==> config.mk <==
export PLATFORM = sky130hd
export DESIGN_NAME = dmem_access_ctrl
export DESIGN_NICKNAME = d
export VERILOG_FILES = /design/src/rtl/dmem_pkg.sv /design/src/rtl/rr_arbiter2.sv /design/src/rtl/dmem_access_ctrl.sv
export SDC_FILE = /design/constraint.sdc
export NUM_CORES = 1
export LEC_CHECK = 0
export ABC_AREA = 1
export BUFFER_PORTS_ARGS = -buffer_cell sky130_fd_sc_hd__buf_4
export CORE_MARGIN = 10
export CORE_UTILIZATION = 51
export CTS_CLUSTER_SIZE = 28
export DETAILED_ROUTE_END_ITERATION = 10
export HOLD_SLACK_MARGIN = 0.06
export PLACE_DENSITY = 0.86
export SYNTH_ARGS = -nofsm -noshare
export SYNTH_HDL_FRONTEND = slang
export SYNTH_HIERARCHICAL = 1
export SYNTH_SLANG_ARGS = --single-unit
==> constraint.sdc <==
create_clock -name clk -period 4 [get_ports clk]
set_input_delay 0.2 -clock clk [delete_from_list [all_inputs] [get_ports clk]]
set_output_delay 0.2 -clock clk [all_outputs]
set_load 0.02 [all_outputs]
==> src/rtl/dmem_pkg.sv <==
// Shared encodings for the data-memory access controller: size codes,
// controller state encoding and the access-size-to-byte-count helper.
package dmem_pkg;

  localparam logic [1:0] SZ_BYTE = 2'b00;
  localparam logic [1:0] SZ_HALF = 2'b01;
  localparam logic [1:0] SZ_WORD = 2'b10;

  typedef enum logic [2:0] {
    ST_IDLE    = 3'd0,
    ST_SETUP   = 3'd1,
    ST_STROBE  = 3'd2,
    ST_CAPTURE = 3'd3,
    ST_ERR     = 3'd4
  } state_t;

  // Size code 11 is treated as a word, same as 10.
  function automatic logic [2:0] nbytes(input logic [1:0] size);
    case (size)
      SZ_BYTE: nbytes = 3'd1;
      SZ_HALF: nbytes = 3'd2;
      default: nbytes = 3'd4;
    endcase
  endfunction

endpackage

==> src/rtl/rr_arbiter2.sv <==
// Two-way round-robin grant: a lone request wins, on contention the
// requester that was not granted last wins.
module rr_arbiter2 (
  input  logic [1:0] req,
  input  logic       last,
  output logic [1:0] gnt
);

  always_comb begin
    gnt = 2'b00;
    if (req[0] && (!req[1] || last)) begin
      gnt = 2'b01;
    end else if (req[1]) begin
      gnt = 2'b10;
    end
  end

endmodule

==> src/rtl/dmem_access_ctrl.sv <==
// Arbitrates the core LSU and the loader onto one shared byte-addressed data
// memory, with bounds check at accept and a SETUP/STROBE/CAPTURE handshake.
module dmem_access_ctrl
  import dmem_pkg::*;
#(
  parameter int ADDR_W = 9,
  parameter int DATA_W = 32
) (
  input  logic              clk,
  input  logic              rst,
  input  logic              req0,
  input  logic              we0,
  input  logic [ADDR_W-1:0] addr0,
  input  logic [DATA_W-1:0] wdata0,
  input  logic [1:0]        size0,
  input  logic              sext0,
  output logic              done0,
  output logic              err0,
  output logic [DATA_W-1:0] rdata0,
  input  logic              req1,
  input  logic              we1,
  input  logic [ADDR_W-1:0] addr1,
  input  logic [DATA_W-1:0] wdata1,
  input  logic [1:0]        size1,
  input  logic              sext1,
  output logic              done1,
  output logic              err1,
  output logic [DATA_W-1:0] rdata1,
  output logic              mem_en,
  output logic              mem_rw,
  output logic [ADDR_W-1:0] mem_addr,
  output logic [DATA_W-1:0] mem_din,
  output logic [1:0]        mem_size,
  output logic              mem_sext,
  input  logic [DATA_W-1:0] mem_dout
);

  localparam int AW1 = ADDR_W + 1;

  logic [1:0]        req_v;
  logic [1:0]        gnt;
  logic              sel;
  logic              we_a    [2];
  logic [ADDR_W-1:0] addr_a  [2];
  logic [DATA_W-1:0] wdata_a [2];
  logic [1:0]        size_a  [2];
  logic              sext_a  [2];
  logic [2:0]        nb;
  logic [ADDR_W:0]   end_addr;
  logic              oob;

  state_t            state_q, state_d;
  logic              last_q, last_d;
  logic              who_q, who_d;
  logic              mem_en_q, mem_en_d;
  logic              mem_rw_q, mem_rw_d;
  logic [ADDR_W-1:0] mem_addr_q, mem_addr_d;
  logic [DATA_W-1:0] mem_din_q, mem_din_d;
  logic [1:0]        mem_size_q, mem_size_d;
  logic              mem_sext_q, mem_sext_d;
  logic [1:0]        done_q, done_d;
  logic [1:0]        err_q, err_d;
  logic [1:0]        rd_load;
  logic [DATA_W-1:0] rdata_q [2];
  logic [DATA_W-1:0] rdata_d [2];

  assign req_v      = {req1, req0};
  assign we_a[0]    = we0;
  assign we_a[1]    = we1;
  assign addr_a[0]  = addr0;
  assign addr_a[1]  = addr1;
  assign wdata_a[0] = wdata0;
  assign wdata_a[1] = wdata1;
  assign size_a[0]  = size0;
  assign size_a[1]  = size1;
  assign sext_a[0]  = sext0;
  assign sext_a[1]  = sext1;

  rr_arbiter2 u_arb (
    .req  (req_v),
    .last (last_q),
    .gnt  (gnt)
  );

  assign sel      = gnt[1];
  assign nb       = nbytes(size_a[sel]);
  assign end_addr = {1'b0, addr_a[sel]} + AW1'(nb) - AW1'(1);
  assign oob      = end_addr[ADDR_W];

  always_comb begin
    state_d    = state_q;
    last_d     = last_q;
    who_d      = who_q;
    mem_en_d   = 1'b0;
    mem_rw_d   = mem_rw_q;
    mem_addr_d = mem_addr_q;
    mem_din_d  = mem_din_q;
    mem_size_d = mem_size_q;
    mem_sext_d = mem_sext_q;
    done_d     = 2'b00;
    err_d      = 2'b00;
    rd_load    = 2'b00;
    case (state_q)
      ST_IDLE: begin
        if (|gnt) begin
          last_d = sel;
          who_d  = sel;
          if (oob) begin
            state_d     = ST_ERR;
            done_d[sel] = 1'b1;
            err_d[sel]  = 1'b1;
          end else begin
            // The memory bus is only reloaded for accesses that will strobe.
            state_d    = ST_SETUP;
            mem_rw_d   = we_a[sel];
            mem_addr_d = addr_a[sel];
            mem_din_d  = wdata_a[sel];
            mem_size_d = size_a[sel];
            mem_sext_d = sext_a[sel];
          end
        end
      end
      ST_SETUP: begin
        state_d  = ST_STROBE;
        mem_en_d = 1'b1;
      end
      ST_STROBE: begin
        // Read data and done land together on the edge entering CAPTURE.
        state_d       = ST_CAPTURE;
        done_d[who_q] = 1'b1;
        if (!mem_rw_q) begin
          rd_load[who_q] = 1'b1;
        end
      end
      ST_CAPTURE: state_d = ST_IDLE;
      ST_ERR:     state_d = ST_IDLE;
      default:    state_d = ST_IDLE;
    endcase
  end

  always_ff @(posedge clk) begin
    if (rst) begin
      state_q    <= ST_IDLE;
      last_q     <= 1'b1;
      who_q      <= 1'b0;
      mem_en_q   <= 1'b0;
      mem_rw_q   <= 1'b0;
      mem_addr_q <= '0;
      mem_din_q  <= '0;
      mem_size_q <= 2'b00;
      mem_sext_q <= 1'b0;
      done_q     <= 2'b00;
      err_q      <= 2'b00;
    end else begin
      state_q    <= state_d;
      last_q     <= last_d;
      who_q      <= who_d;
      mem_en_q   <= mem_en_d;
      mem_rw_q   <= mem_rw_d;
      mem_addr_q <= mem_addr_d;
      mem_din_q  <= mem_din_d;
      mem_size_q <= mem_size_d;
      mem_sext_q <= mem_sext_d;
      done_q     <= done_d;
      err_q      <= err_d;
    end
  end

  for (genvar gi = 0; gi < 2; gi++) begin : g_rdata
    assign rdata_d[gi] = rd_load[gi] ? mem_dout : rdata_q[gi];
    always_ff @(posedge clk) begin
      if (rst) begin
        rdata_q[gi] <= '0;
      end else begin
        rdata_q[gi] <= rdata_d[gi];
      end
    end
  end

  assign mem_en   = mem_en_q;
  assign mem_rw   = mem_rw_q;
  assign mem_addr = mem_addr_q;
  assign mem_din  = mem_din_q;
  assign mem_size = mem_size_q;
  assign mem_sext = mem_sext_q;
  assign done0    = done_q[0];
  assign done1    = done_q[1];
  assign err0     = err_q[0];
  assign err1     = err_q[1];
  assign rdata0   = rdata_q[0];
  assign rdata1   = rdata_q[1];

endmodule

Word level (Yosys, flattened, before mapping)
Memory sizes are Yosys's and may differ from the RTL's. Cells that the tools add are included.

Flip-flop bits (word level): 55. Memories kept: 1. Logic and storage cells: 77. Input bits: 126. Output and inout bits: 114. Memory bits (writable): 64.

Memories: rdata_q (words 2, width 32, rd ports 2, clocked after memory_dff 0, wr ports 2, line dmem_access_ctrl.sv:64) `logic [DATA_W-1:0] rdata_q [2];`.

Bitwise gates (word level): 5. Muxes and demuxes: 38. Reduce and logical (&&, ||, !) cells: 11. Eq/ne operators: 4. $lt $le $gt $ge: 5. Add/sub/neg operators: 2.

Operators by type and width (count): $mux W32 (7); $mux W9 (3); $mux W2 (9); $mux W1 (12); $add A9 B3 Y10 (1); $sub A10 B1 Y10 const B (1); $pmux W3 S3 (1); $mux W3 (2); $pmux W3 S2 (1); $lt A1 B2 Y1 const B (2); $pmux W2 S2 (1); $reduce_or A2 Y1 (2); $eq A3 B1 Y1 const B (1); $eq A3 B2 Y1 const B (1); $logic_and A1 B1 Y1 (3); $logic_not A3 Y1 (1); $reduce_and A3 Y1 (1); $demux W1 S1 (2); $eq A2 B1 Y1 const B (1); $ge A1 B1 Y1 const B (2); $ge A2 B2 Y1 const B (1); $logic_not A2 Y1 (1); $ne A2 B2 Y1 const B (1); $not A1 Y1 (2); 5 further kinds (6).

Logic depth before layout (Yosys ltp)
Gate-level depths: netlist of run 1.

Depth in word-level cells: 15. Mapped depth: 22. Depth with buffers taken out: 21.

Modules after synthesis
The synthesis of run 1 kept the hierarchy.

Modules (own cells, without submodules): dmem_access_ctrl (area an instance 5322.6 µm², cells each 804, instances 1, sequential area each 2382.3 µm²); rr_arbiter2 (area an instance 27.5 µm², cells each 4, instances 1, sequential area each 0.0 µm²).

Worst setup path before layout of run 1
OpenSTA, ideal clock, no wires.

Path type: reg2reg. Start point: register last_q. End point: register mem_din_q[0] (netlist: mem_din[0]). Library setup time: 0.113 ns. Path buffers: 3. Arrival time: 2.588 ns. Stages on the path, launching flop included: 21. Setup slack: 1.299 ns. Clock period less this slack: 2.701 ns. Required time: 3.887 ns. Cells stage by stage: dfxtp_1 a21boi_2 buf_6 clkbuf_1 mux2i_1 ha_1 inv_1 ha_1 inv_1 nor2_1 nand2_1 nand2_1 nand2_1 nand2_1 nand2_1 nand2_1 nand2_2 nand3_4 buf_4 nor2_1 nor2_1.

Cells in the longest elaborated chain, start to end: 13. Elaborated cells on any way between the ends: 21. Classes of those cells: add/sub (2); eq/ne (1); mux (11); bitwise (2); reduce/logical (5).

RTL lines: start: declaration (line dmem_access_ctrl.sv:53) `logic last_q, last_d;`; start signal: assignment (line dmem_access_ctrl.sv:156) `last_q <= last_d;`; $logic_or A1 B1 Y1 (*) (line rr_arbiter2.sv:11) `if (req[0] && (!req[1] || last)) begin`; $logic_and A1 B1 Y1 (*) (line rr_arbiter2.sv:11); $mux W2 (*) (line rr_arbiter2.sv:11); net gnt[1] (line dmem_access_ctrl.sv:41) `logic [1:0] gnt;`; $not A1 Y2 (implied by the code) (line dmem_access_ctrl.sv:86, dmem_access_ctrl.sv:87, dmem_access_ctrl.sv:117); $mux W2 (implied by the code) (3 in series) (line dmem_access_ctrl.sv:86) `assign nb = nbytes(size_a[sel]);`; $eq A2 B1 Y1 or $logic_not A2 Y1 (tied branches) (line dmem_pkg.sv:19) `case (size)`; $pmux W3 S2 (line dmem_pkg.sv:19); $add A9 B3 Y10 (line dmem_access_ctrl.sv:87) `assign end_addr = {1'b0, addr_a[sel]} + AW1'(nb) - AW1'(1);`; $sub A10 B1 Y10 (line dmem_access_ctrl.sv:87); $not A1 Y1 (no source line); $reduce_and A3 Y1 (no source line); end signal: assignment (line dmem_access_ctrl.sv:161) `mem_din_q <= mem_din_d;`; end: declaration (line dmem_access_ctrl.sv:58) `logic [DATA_W-1:0] mem_din_q, mem_din_d;`.

The timed path passes the listed nets; every way through them passes the cells marked *. The select of a mux whose other input is x is not followed. A chain may end at the register's enable or synchronous reset.

Worst setup path in the final report of run 1
Start point: register last_q. End point: register mem_din_q[18] (netlist: mem_din[18]).

Same word-level chain as after synthesis.

==> impl_metrics.yaml, run 1 <==
clocking:
  postCtsSetupBuffers: 0
  clk_latency_ns: 0.51
  h-tree-depth: 4
  clock-sinks: 119
  cts_hold_buf: 90
  numCtsBuffers: 17
  cts_buffer_depth: 2
  cts_tree: "built"
  cts-root-buf: "clkbuf_8"
  cts.clk_slew.worst_paths_ns: 0.06
  ctsResizeCount: 0
logic_synthesis:
  synth.largest_area_cell: "dfxtp_1"
  synth_nets: 943
  synthCells: 808
  yosysSeqAreaShare_pct: 44.5
  synth_edf_count: 0
  synth_area_mm2: 0.00535
  yosysTopAreaCellShare_pct: 44.5
  synth-seq-cells: 119
  async_flop_share_pct: 0
  synth_cell_types: 27
  syn-mean-instance-area_um2: 6.62
  synthTopCellsByArea: "dfxtp_1 (45%), nand2_1 (17%), nor2_1 (11%)"
  synth_warnings: 6
  synth_flop_cell: "dfxtp_1"
placed_design:
  place.gp.congestion: 0.884
  numPortBuffers: 239
  dp_cells: 1145
  hpwl_um: 12800
floorplan:
  core_mm2: 0.0103
  fp.dieH_um: 122
  dieArea_mm2: 0.0150
  dieWidth_um: 122
  ios: 240
  start_util_pct: 52.1
  num_rows: 37
route:
  highest_layer: "met4"
  firstDrtPassIters: 5
  first_iter_violations: 591
  antenna_left: 0
  post-route-drc-count: 0
  wl_met3_um: 2650
  vias: 6648
  drt-total-wl_um: 22400
  dr_wl_met2_um: 10600
  post_drt_wl_per_cell_um: 17.7
  vias_per_cell: 5.25
  wl_met1_um: 8240
setup_path:
  reg2reg_from: "last_q"
  crit_type: "reg -> reg"
  crit_fanout: 80
  cp.required_ns: 4.40
  slowest_stage: "a21boi_4"
  endpoint_kind: "flip-flop"
  rrSetupSlack_ns: 0.63
  cp_slowest_stage_delay_ns: 0.36
  crit_chain: "a21boi_4 -> inv_2 -> buf_4 -> nand2_1 -> nand2_2 -> ha_1 -> inv_1 -> ha_1 -> inv_1 -> nor2_1 -> nand2_1 -> nand2_1 -> nand2_1 -> nand2_1 -> nand2_1 -> nand3_1 -> nand3_4 -> buf_12 -> nand2_1 -> nand2_1 -> nor2_1"
  r2r_end: "mem_din[18]"
  cp_data_arrival_time_ns: 3.77
  startpoint_type: "flip-flop"
  cp-startpoint: "last_q"
  rr_worst_depth: 21
  crit_path_end: "mem_din[18]"
  cp_common_cell: "nand2_1"
grt:
  grt_pass1_wl_um: 34500
  grt_max_degree: 81
  grt_antenna_before_repair: 0
  gr-usage-all-layers_pct: 28.9
  overflow: 0
  grt_pass1_vias: 6609
sta:
  worstMarginPinSlew_ns: 1.11
  period_share_pct: 84.3
  setup_viol: 0
  final-hold-violation-count: 0
  slew_headroom_pct: 26.0
  fin_worst_skew_ns: 0.0147
  fin_setup_tns_ns: 0
  rsz0062_at_grt: "no"
  slew_violations: 0
  fmax_mhz: 297
  fin_crit_ns: 3.37
finish:
  nFillCells: 555
  final_common_cell: "nand2_1"
  drive_gt1_share_pct: 26.1
  diodes: 0
  final_cell_mix: "nand2_1 (246), buf_4 (245), nor2_1 (157), dfxtp_1 (119), dlygate4sd3_1 (90)"
  synthToLayoutAreaGrowth_pct: 61.9
  final_cells: 1267
  layout.nets: 1253
power:
  p_leak_nw: 4.52
  powerDensity_mw_per_mm2: 514
  irDropWorstVdd_mv: 0.357
status:
  run_status: "complete, no violations"
hold_path:
  min_path_type: "in -> reg"
job:
  cap_violations: 0
[synthesized netlist by cell type (all sizes together) (2+ instances only)]
library cell,count
a21oi,39
buf,12
clkbuf,33
clkinv,2
dfxtp,119
ha,9
inv,84
mux2i,2
nand2,251
nand3,46
nor2,159
o21ai,40
or2,6
[critical path, delay by kind of cell (launching register included)]
| kind | cells | cell delay (ns) |
|---|---|---|
| AND/OR/NAND/NOR | 13 | 1.15 |
| buffers and inverters | 5 | 0.84 |
| adder cells (fa/ha/maj) | 2 | 0.57 |
| AO/OA/AOI/OAI | 1 | 0.36 |
| flip-flops | 1 | 0.34 |
[cells by family after synthesis]
group                    count (synthesis)  synth area share [%]
multiplexers                             2                 0.374
buffers and inverters                  131                  10.3
AND/OR/NAND/NOR                        463                  34.4
flip-flops                             119                  44.5
AO/OA/AOI/OAI                           84                  8.28
adder cells (fa/ha/maj)                  9                  2.10
[registers in the layout, summed over array words and instances (netlist names)]
register / count
done_q: 2
err_q: 2
last_q: 1
mem_addr: 9
mem_din: 32
mem_en: 1
mem_rw: 1
mem_sext: 1
mem_size: 2
rdata_q: 64
state_q: 3
who_q: 1
[area by class of cell]
type	count	area, um^2	share of cell area [%]
repair buffers	336	2760	31.9
flip-flops and latches	119	2380	27.5
clock buffers	24	480	5.55
multi-input cells	558	2430	28.0
inverters	86	323	3.73
well taps	136	170	1.96
clock inverters	8	119	1.37
[per-layer routing]
| layer | track usage, % | vias up |
|---|---|---|
| met5 | 0 | - |
| met4 | 13.3 | 0 |
| met3 | 11.3 | 73 |
| met2 | 47.8 | 425 |
| met1 | 32.2 | 3067 |
| li1 | - | 3083 |
[how the worst min path moves through the flow]
stage | from | depth (start not counted) | to
6_report | wdata0[0] | 5 | mem_din[0]
5_1_grt | req1 | 4 | err_q[0]
4_1_cts | req1 | 4 | err_q[0]
3_5_place_dp | mem_dout[28] | 3 | rdata_q[1][28]
3_3_place_gp | mem_dout[29] | 3 | rdata_q[1][29]
2_1_floorplan | mem_dout[0] | 2 | rdata_q[1][0]
[where the power goes]
part	internal (mW)	leakage (nW)	switching, mW
logic	0.575	3.25	0.889
registers	1.35	0.970	0.102
clock network	1.01	0.299	0.517
total	2.94	4.52	1.51
[per-stage QoR]
step | total power, mW | setup WS, ns | utilization [%] | instance area, um^2 | hold WS, ns
3_5_place_dp | 2.76 | 0.754 | 69.7 | 7160 | 0.439
4_1_cts | 4.39 | 0.725 | 84.3 | 8660 | 0.0660
3_3_place_gp | 2.74 | 0.806 | 69.7 | 7160 | 0.432
5_1_grt | 4.66 | 0.330 | 84.3 | 8660 | 0.0826
2_1_floorplan | 2.28 | 1.30 | - | 5350 | 0.335
6_report | 4.45 | 0.629 | 84.3 | 8660 | 0.0786
Power figures use the tool's default switching activity.
==> run 2, diff against run 1 <==
- CORE_UTILIZATION: 51 -> 43
- PLACE_DENSITY: 0.86 -> 0.77
- clock period: 4 -> 3 ns (I/O delays scaled with it)
==> run 2 against run 1 <==
Compared with the run above:
- sequential cell count did not move
- total power rose by 32%
- critical path depth fell by 6
- utilization fell by 15 points
- non-clock buffer count fell by 33
==> impl_metrics.yaml, run 2 (synthesis results as in run 1) <==
route:
  vias: 5931
  first_iter_violations: 368
  post_drt_wl_per_cell_um: 15.1
  vias_per_cell: 4.68
  firstDrtPassIters: 4
  drt-total-wl_um: 19100
  antenna_left: 0
  post-route-drc-count: 0
power:
  total_power_mw: 5.87
  switchingPower_mw: 1.96
  p_seq_share_pct: 32.8
  pwr-share-comb_pct: 31.7
  intPower_mw: 3.90
  irDropWorstVdd_mv: 0.486
  switching_share_pct: 33.5
  powerDensity_mw_per_mm2: 698
  p_leak_nw: 4.38
  clkPwrFrac_pct: 35.5
sta:
  fin_worst_skew_ns: 0.00808
  period_share_pct: 91.6
  fmax_mhz: 364
  fin_crit_ns: 2.75
  setup_viol: 0
  final-hold-violation-count: 0
  slew_violations: 0
  worstMarginPinSlew_ns: 1.13
  fin_setup_tns_ns: 0
  slew_headroom_pct: 24.4
hold_path:
  min_path_type: "in -> reg"
setup_path:
  path_buf_inv: 3
  endpoint_kind: "flip-flop"
  cp_data_arrival_time_ns: 3.05
  cp_common_cell: "nor2_1"
  startpoint_type: "flip-flop"
  crit_chain: "a21boi_4 -> inv_2 -> or2_2 -> o21ai_1 -> inv_1 -> ha_1 -> nand2_1 -> nor2_1 -> a211oi_2 -> nand2_1 -> nand2_2 -> nand3_4 -> buf_12 -> nor2_1 -> nor2_1"
  crit_type: "reg -> reg"
  cp_slowest_stage_delay_ns: 0.34
  crit_fanout: 29
  worst_path_dominant_cell_family: "simple AND/OR/NAND/NOR gates"
  slowest_stage: "dfxtp_1"
  cp.required_ns: 3.30
finish:
  drive_gt1_share_pct: 28.2
  diodes: 0
  seqCellArea_mm2: 0.00238
  layout.nets: 1220
  largest_reg_flops: 64
  nFillCells: 1036
  top_register: "rdata_q"
  final_common_cell: "buf_4"
  multiInputGateArea_mm2: 0.00246
  final_cell_mix: "buf_4 (250), nand2_1 (245), nor2_1 (156), dfxtp_1 (119), inv_1 (80)"
  synthToLayoutAreaGrowth_pct: 57.2
  final_util_pct: 69.4
floorplan:
  core_mm2: 0.0121
  fp.dieH_um: 132
  num_rows: 40
  ios: 240
  dieWidth_um: 132
  dieArea_mm2: 0.0173
  start_util_pct: 44.2
clocking:
  clk_latency_ns: 0.42
  h-tree-depth: 4
  cts-root-buf: "clkbuf_16"
  cts_tree: "built"
  clock-sinks: 119
  cts_buffer_depth: 2
  numCtsBuffers: 17
  cts.clk_slew.worst_paths_ns: 0.05
grt:
  grt_antenna_before_repair: 0
  grt_pass1_wl_um: 30800
  overflow: 0
  grt_max_degree: 40
  gr-usage-all-layers_pct: 21.5
  grt_pass1_vias: 6039
status:
  run_status: "complete, no violations"
job:
  cap_violations: 0
placed_design:
  numPortBuffers: 239
  place.gp.congestion: 0.854
  hpwl_um: 13100
## run 2: cell types whose count changed in the layout (fill, tap and decap cells not counted), moves of 2 or more
cell and change:
buf_4 +5, clkbuf_8 -3, o21ai_0 -2, clkinv_4 +2, clkbuf_1 -2, mux2i_1 -2, dlygate4sd3_1 -40, clkinvlp_4 +2
## run 2: final timing paths
path	depth (start not counted)	start	slack, ns	to
worst max-delay path	15	last_q	0.25	mem_rw
worst min register to register	2	mem_addr[8]	0.45	mem_addr[8]
worst max register to register	15	last_q	0.25	mem_rw
worst min-delay path	5	wdata1[13]	0.07	mem_din[13]
## run 2: final cells by class
cell class,count,area share [%]
Multi-Input combinational cell,558,29.2
Timing Repair Buffer,303,28.9
Sequential cell,119,28.3
Clock buffer,20,5.43
Inverter,86,3.84
Tap cell,168,2.50
Clock inverter,12,1.80
## run 2: per-stage QoR
| step | std cells | setup WS [ns] | hold slack, ns | instance area [um^2] |
|---|---|---|---|---|
| floorplan | 808 | 0.299 | 0.285 | 5350 |
| global placement | 1184 | 0.301 | 0.382 | 7270 |
| detailed placement | 1184 | 0.167 | 0.388 | 7270 |
| CTS | 1266 | 0.157 | 0.0610 | 8380 |
| global route | 1266 | -0.0380 | 0.0834 | 8410 |
| finish | 1266 | 0.252 | 0.0670 | 8410 |
## run 2: worst min-delay path, delay by kind of cell
| family | cells | cell delay (ns) |
|---|---|---|
| buf+inv | 1 | 0.08 |
| simple gates | 4 | 0.21 |
## run 2: layer usage
metal / track usage (%) / up-vias / routed length, um
met2: 33.8 / 255 / 8610
met4: 8.71 / 0 / 452
met3: 9.45 / 33 / 1910
li1: - / 3024 / -
met5: 0 / - / 0
met1: 24.9 / 2619 / 8150
## run 2: what timing repair did
action,4_1_cts,5_1_grt
setup endpoints to repair,0,45
setup buffers,0,0
hold endpoints to repair,76,0
hold buffers,50,0
resized for setup,0,9
## run 2: power groups by stage
stage          clock, mW  combinational [mW]  sequential [mW]
6_report            2.08                1.86             1.92
5_1_grt             2.18                2.07             1.95
4_1_cts             2.11                1.86             1.92
3_5_place_dp           0                1.78             1.95
3_3_place_gp           0                1.76             1.95
2_1_floorplan          0               0.842             2.20
==> run 3, diff against run 2 <==
- ABC_AREA: 1 -> default
- CORE_ASPECT_RATIO: default -> 0.6
- CORE_UTILIZATION: 43 -> 42
- PLACE_DENSITY: 0.77 -> 0.76
- SLEW_MARGIN: default -> 25
==> run 3 against run 2 <==
Compared with the run above:
- the flow now finishes with violations (negative setup slack)
- sequential cell count is the same
- wire length fell by 4.0%
- global-route usage is 1.3 points lower
- clock power rose by 5%
- utilization increased by 1.8 points
- synthesized cell count decreased by 25%
- combinational power up 12%
- clock skew grew 0.0033 ns
- cell count down 16%
- synthesized area decreased by 2.3%
- sequential power rose by 2%
- die area grew 0.83%
- critical endpoint is now mem_din[5]
- largest power group unchanged
- highest routed layer unchanged
==> impl_metrics.yaml, run 3 <==
finish:
  drive_gt1_share_pct: 40.4
  top_register: "rdata_q"
  nFillCells: 927
  largest_reg_flops: 64
  final_util_pct: 71.2
  diodes: 0
  layout.nets: 1021
  fin_area_mm2: 0.00862
  final_cell_mix: "buf_4 (261), nand2_1 (142), dfxtp_1 (118), a21oi_1 (66), nor2_1 (49)"
  final_common_cell: "buf_4"
  synthToLayoutAreaGrowth_pct: 64.9
  final_cells: 1064
setup_path:
  cp.required_ns: 3.28
  endpoint_kind: "flip-flop"
  cp_slowest_stage_delay_ns: 0.41
  path_buf_inv: 4
  crit_chain: "a21boi_4 -> buf_6 -> mux2i_2 -> inv_1 -> ha_1 -> a21oi_1 -> nor2_2 -> a2111oi_4 -> mux2i_4 -> buf_6 -> buf_12 -> mux2_2"
  cp_common_cell: "buf_6"
  cp_data_arrival_time_ns: 3.61
  crit_type: "reg -> reg"
  crit_fanout: 8
  worst_path_dominant_cell_family: "compound AO/OA/AOI/OAI gates"
  startpoint_type: "flip-flop"
  slowest_stage: "a2111oi_4"
logic_synthesis:
  synthTopCellsByCount: "nand2_1 (143), dfxtp_1 (119), a21oi_1 (67)"
  async_flop_share_pct: 0
  synth_cell_types: 38
  syn-mean-instance-area_um2: 8.68
  synth_warnings: 6
  synthAdderAreaFrac_pct: 2.16
  yosysSeqAreaShare_pct: 45.6
  synthCells: 602
  synth_flop_cell: "dfxtp_1"
  synth_nets: 737
  synth-compound-area-share_pct: 8.79
  synth.most_common_cell: "nand2_1"
  synth-seq-cells: 119
  synth_area_mm2: 0.00523
  yosys.area_share.simple_pct: 20.3
  synthTopCellsByArea: "dfxtp_1 (46%), nand2_1 (10%), mux2i_1 (8.6%)"
  synth_top_family_by_area: "simple AND/OR/NAND/NOR gates"
  synth.largest_area_cell: "dfxtp_1"
  synth_edf_count: 0
  synth-xor-area-share_pct: 0.335
  muxShareOfSynthArea_pct: 18.4
  yosysTopAreaCellShare_pct: 45.6
job:
  cap_violations: 0
sta:
  fin_ws_ns: -0.333
  fin_worst_skew_ns: 0.0114
  slew_violations: 0
  fin_setup_tns_ns: -12.71
  holdWs_ns: 0.105
  fmax_mhz: 300
  setup_viol: 44
  fin_crit_ns: 3.33
  rsz0062_at_grt: "yes"
  final-hold-violation-count: 0
  worstMarginPinSlew_ns: 0.638
  period_share_pct: 111
  slew_headroom_pct: 57.4
route:
  post-route-drc-count: 0
  vias: 5174
  vias_per_cell: 4.86
  firstDrtPassIters: 4
  antenna_left: 0
  first_iter_violations: 192
  post_drt_wl_per_cell_um: 17.3
  drt-total-wl_um: 18400
floorplan:
  dieArea_mm2: 0.0174
  ios: 240
  core_mm2: 0.0121
  num_rows: 31
  fp.dieH_um: 106
  start_util_pct: 43.2
  dieWidth_um: 164
placed_design:
  place_ws_ns: -0.422
  hpwl_um: 12900
  place.gp.congestion: 0.789
  dp_cells: 987
  place_area_mm2: 0.00731
  numPortBuffers: 239
clocking:
  cts.clk_slew.worst_paths_ns: 0.06
  cts-root-buf: "clkbuf_16"
  h-tree-depth: 4
  clk_latency_ns: 0.40
  numCtsBuffers: 17
  clock-sinks: 119
  cts_tree: "built"
  cts_buffer_depth: 2
grt:
  gr-usage-all-layers_pct: 20.1
  grt_max_degree: 61
  grt_antenna_before_repair: 0
  grt_pass1_vias: 5509
  grt_pass1_wl_um: 28600
  overflow: 0
hold_path:
  min_path_type: "in -> reg"
power:
  powerDensity_mw_per_mm2: 721
  irDropWorstVdd_mv: 0.463
  total_power_mw: 6.21
  p_leak_nw: 3.96
status:
  run_status: "complete, but fails checks"
  violations: "negative setup slack"
-- run 3: cell types whose count changed in the layout (fill, tap and decap cells not counted), sizes merged, moves of 5 or more --
cell | before | now
or2 | 6 | 1
mux2 | 0 | 44
nand3 | 46 | 2
dlygate4sd3 | 50 | 32
nor2 | 159 | 51
o21ai | 40 | 3
nor2b | 0 | 39
a21oi | 39 | 67
mux2i | 2 | 46
nand2 | 251 | 143
inv | 85 | 13
buf | 253 | 275
-- run 3: final cells by class --
| cell class | instances | area [um^2] | area share [%] |
|---|---|---|---|
| Clock inverter | 14 | 198 | 2.29 |
| Tap cell | 165 | 206 | 2.40 |
| Inverter | 12 | 45.0 | 0.523 |
| Timing Repair Buffer | 307 | 2510 | 29.2 |
| Multi-Input combinational cell | 429 | 2830 | 32.9 |
| Sequential cell | 119 | 2380 | 27.7 |
| Clock buffer | 18 | 439 | 5.10 |
-- run 3: path summary, 6_finish.rpt --
path | start | end | slack, ns | cells after the start
worst max-delay path | last_q | mem_din[5] | -0.33 | 12
worst max register to register | last_q | mem_din[5] | -0.33 | 12
worst min-delay path | wdata0[31] | mem_din[31] | 0.10 | 4
worst min register to register | rdata_q[0][12] | rdata_q[0][12] | 0.46 | 2
-- run 3: repair_timing --
action                                  4_1_cts  5_1_grt
gates cloned                                  3        0
setup buffers                                 9        1
pin swaps                                     9        2
hold buffers                                 32        0
gates resized for setup                      35       10
hold endpoints to repair                     64        0
endpoints found under the setup margin       50       51
-- run 3: worst reg2reg max path, stage by stage, from the launching register on --
cell and delay (ns):
dfxtp_2 0.33, a21boi_4 0.35, buf_6 0.22, mux2i_2 0.26, inv_1 0.08, ha_1 0.32
a21oi_1 0.19, nor2_2 0.07, a2111oi_4 0.41, mux2i_4 0.34, buf_6 0.17, buf_12 0.14
mux2_2 0.34
-- run 3: layer usage --
layer	track usage [%]	share of wire, %	vias to the layer above
met4	6.61	1.7	0
met5	0	0	-
met1	23.0	42	2439
met2	34.4	49	161
met3	7.28	7.6	22
li1	-	-	2552
-- run 3: cell families (layout without fill, tap and decap cells) --
| family | count (synthesis) | after routing |
|---|---|---|
| buf+inv | 54 | 351 |
| compound gates | 81 | 81 |
| flops | 119 | 119 |
| fa+ha+maj | 9 | 9 |
| simple gates | 247 | 247 |
| xor+xnor | 2 | 2 |
| mux | 90 | 90 |
-- run 3: power breakdown --
part / total (mW) / switching [mW] / internal (mW) / leakage (nW)
Sequential: 1.96 / 0.141 / 1.81 / 0.966
Combinational: 2.08 / 1.02 / 1.06 / 2.69
Clock: 2.18 / 0.756 / 1.42 / 0.307
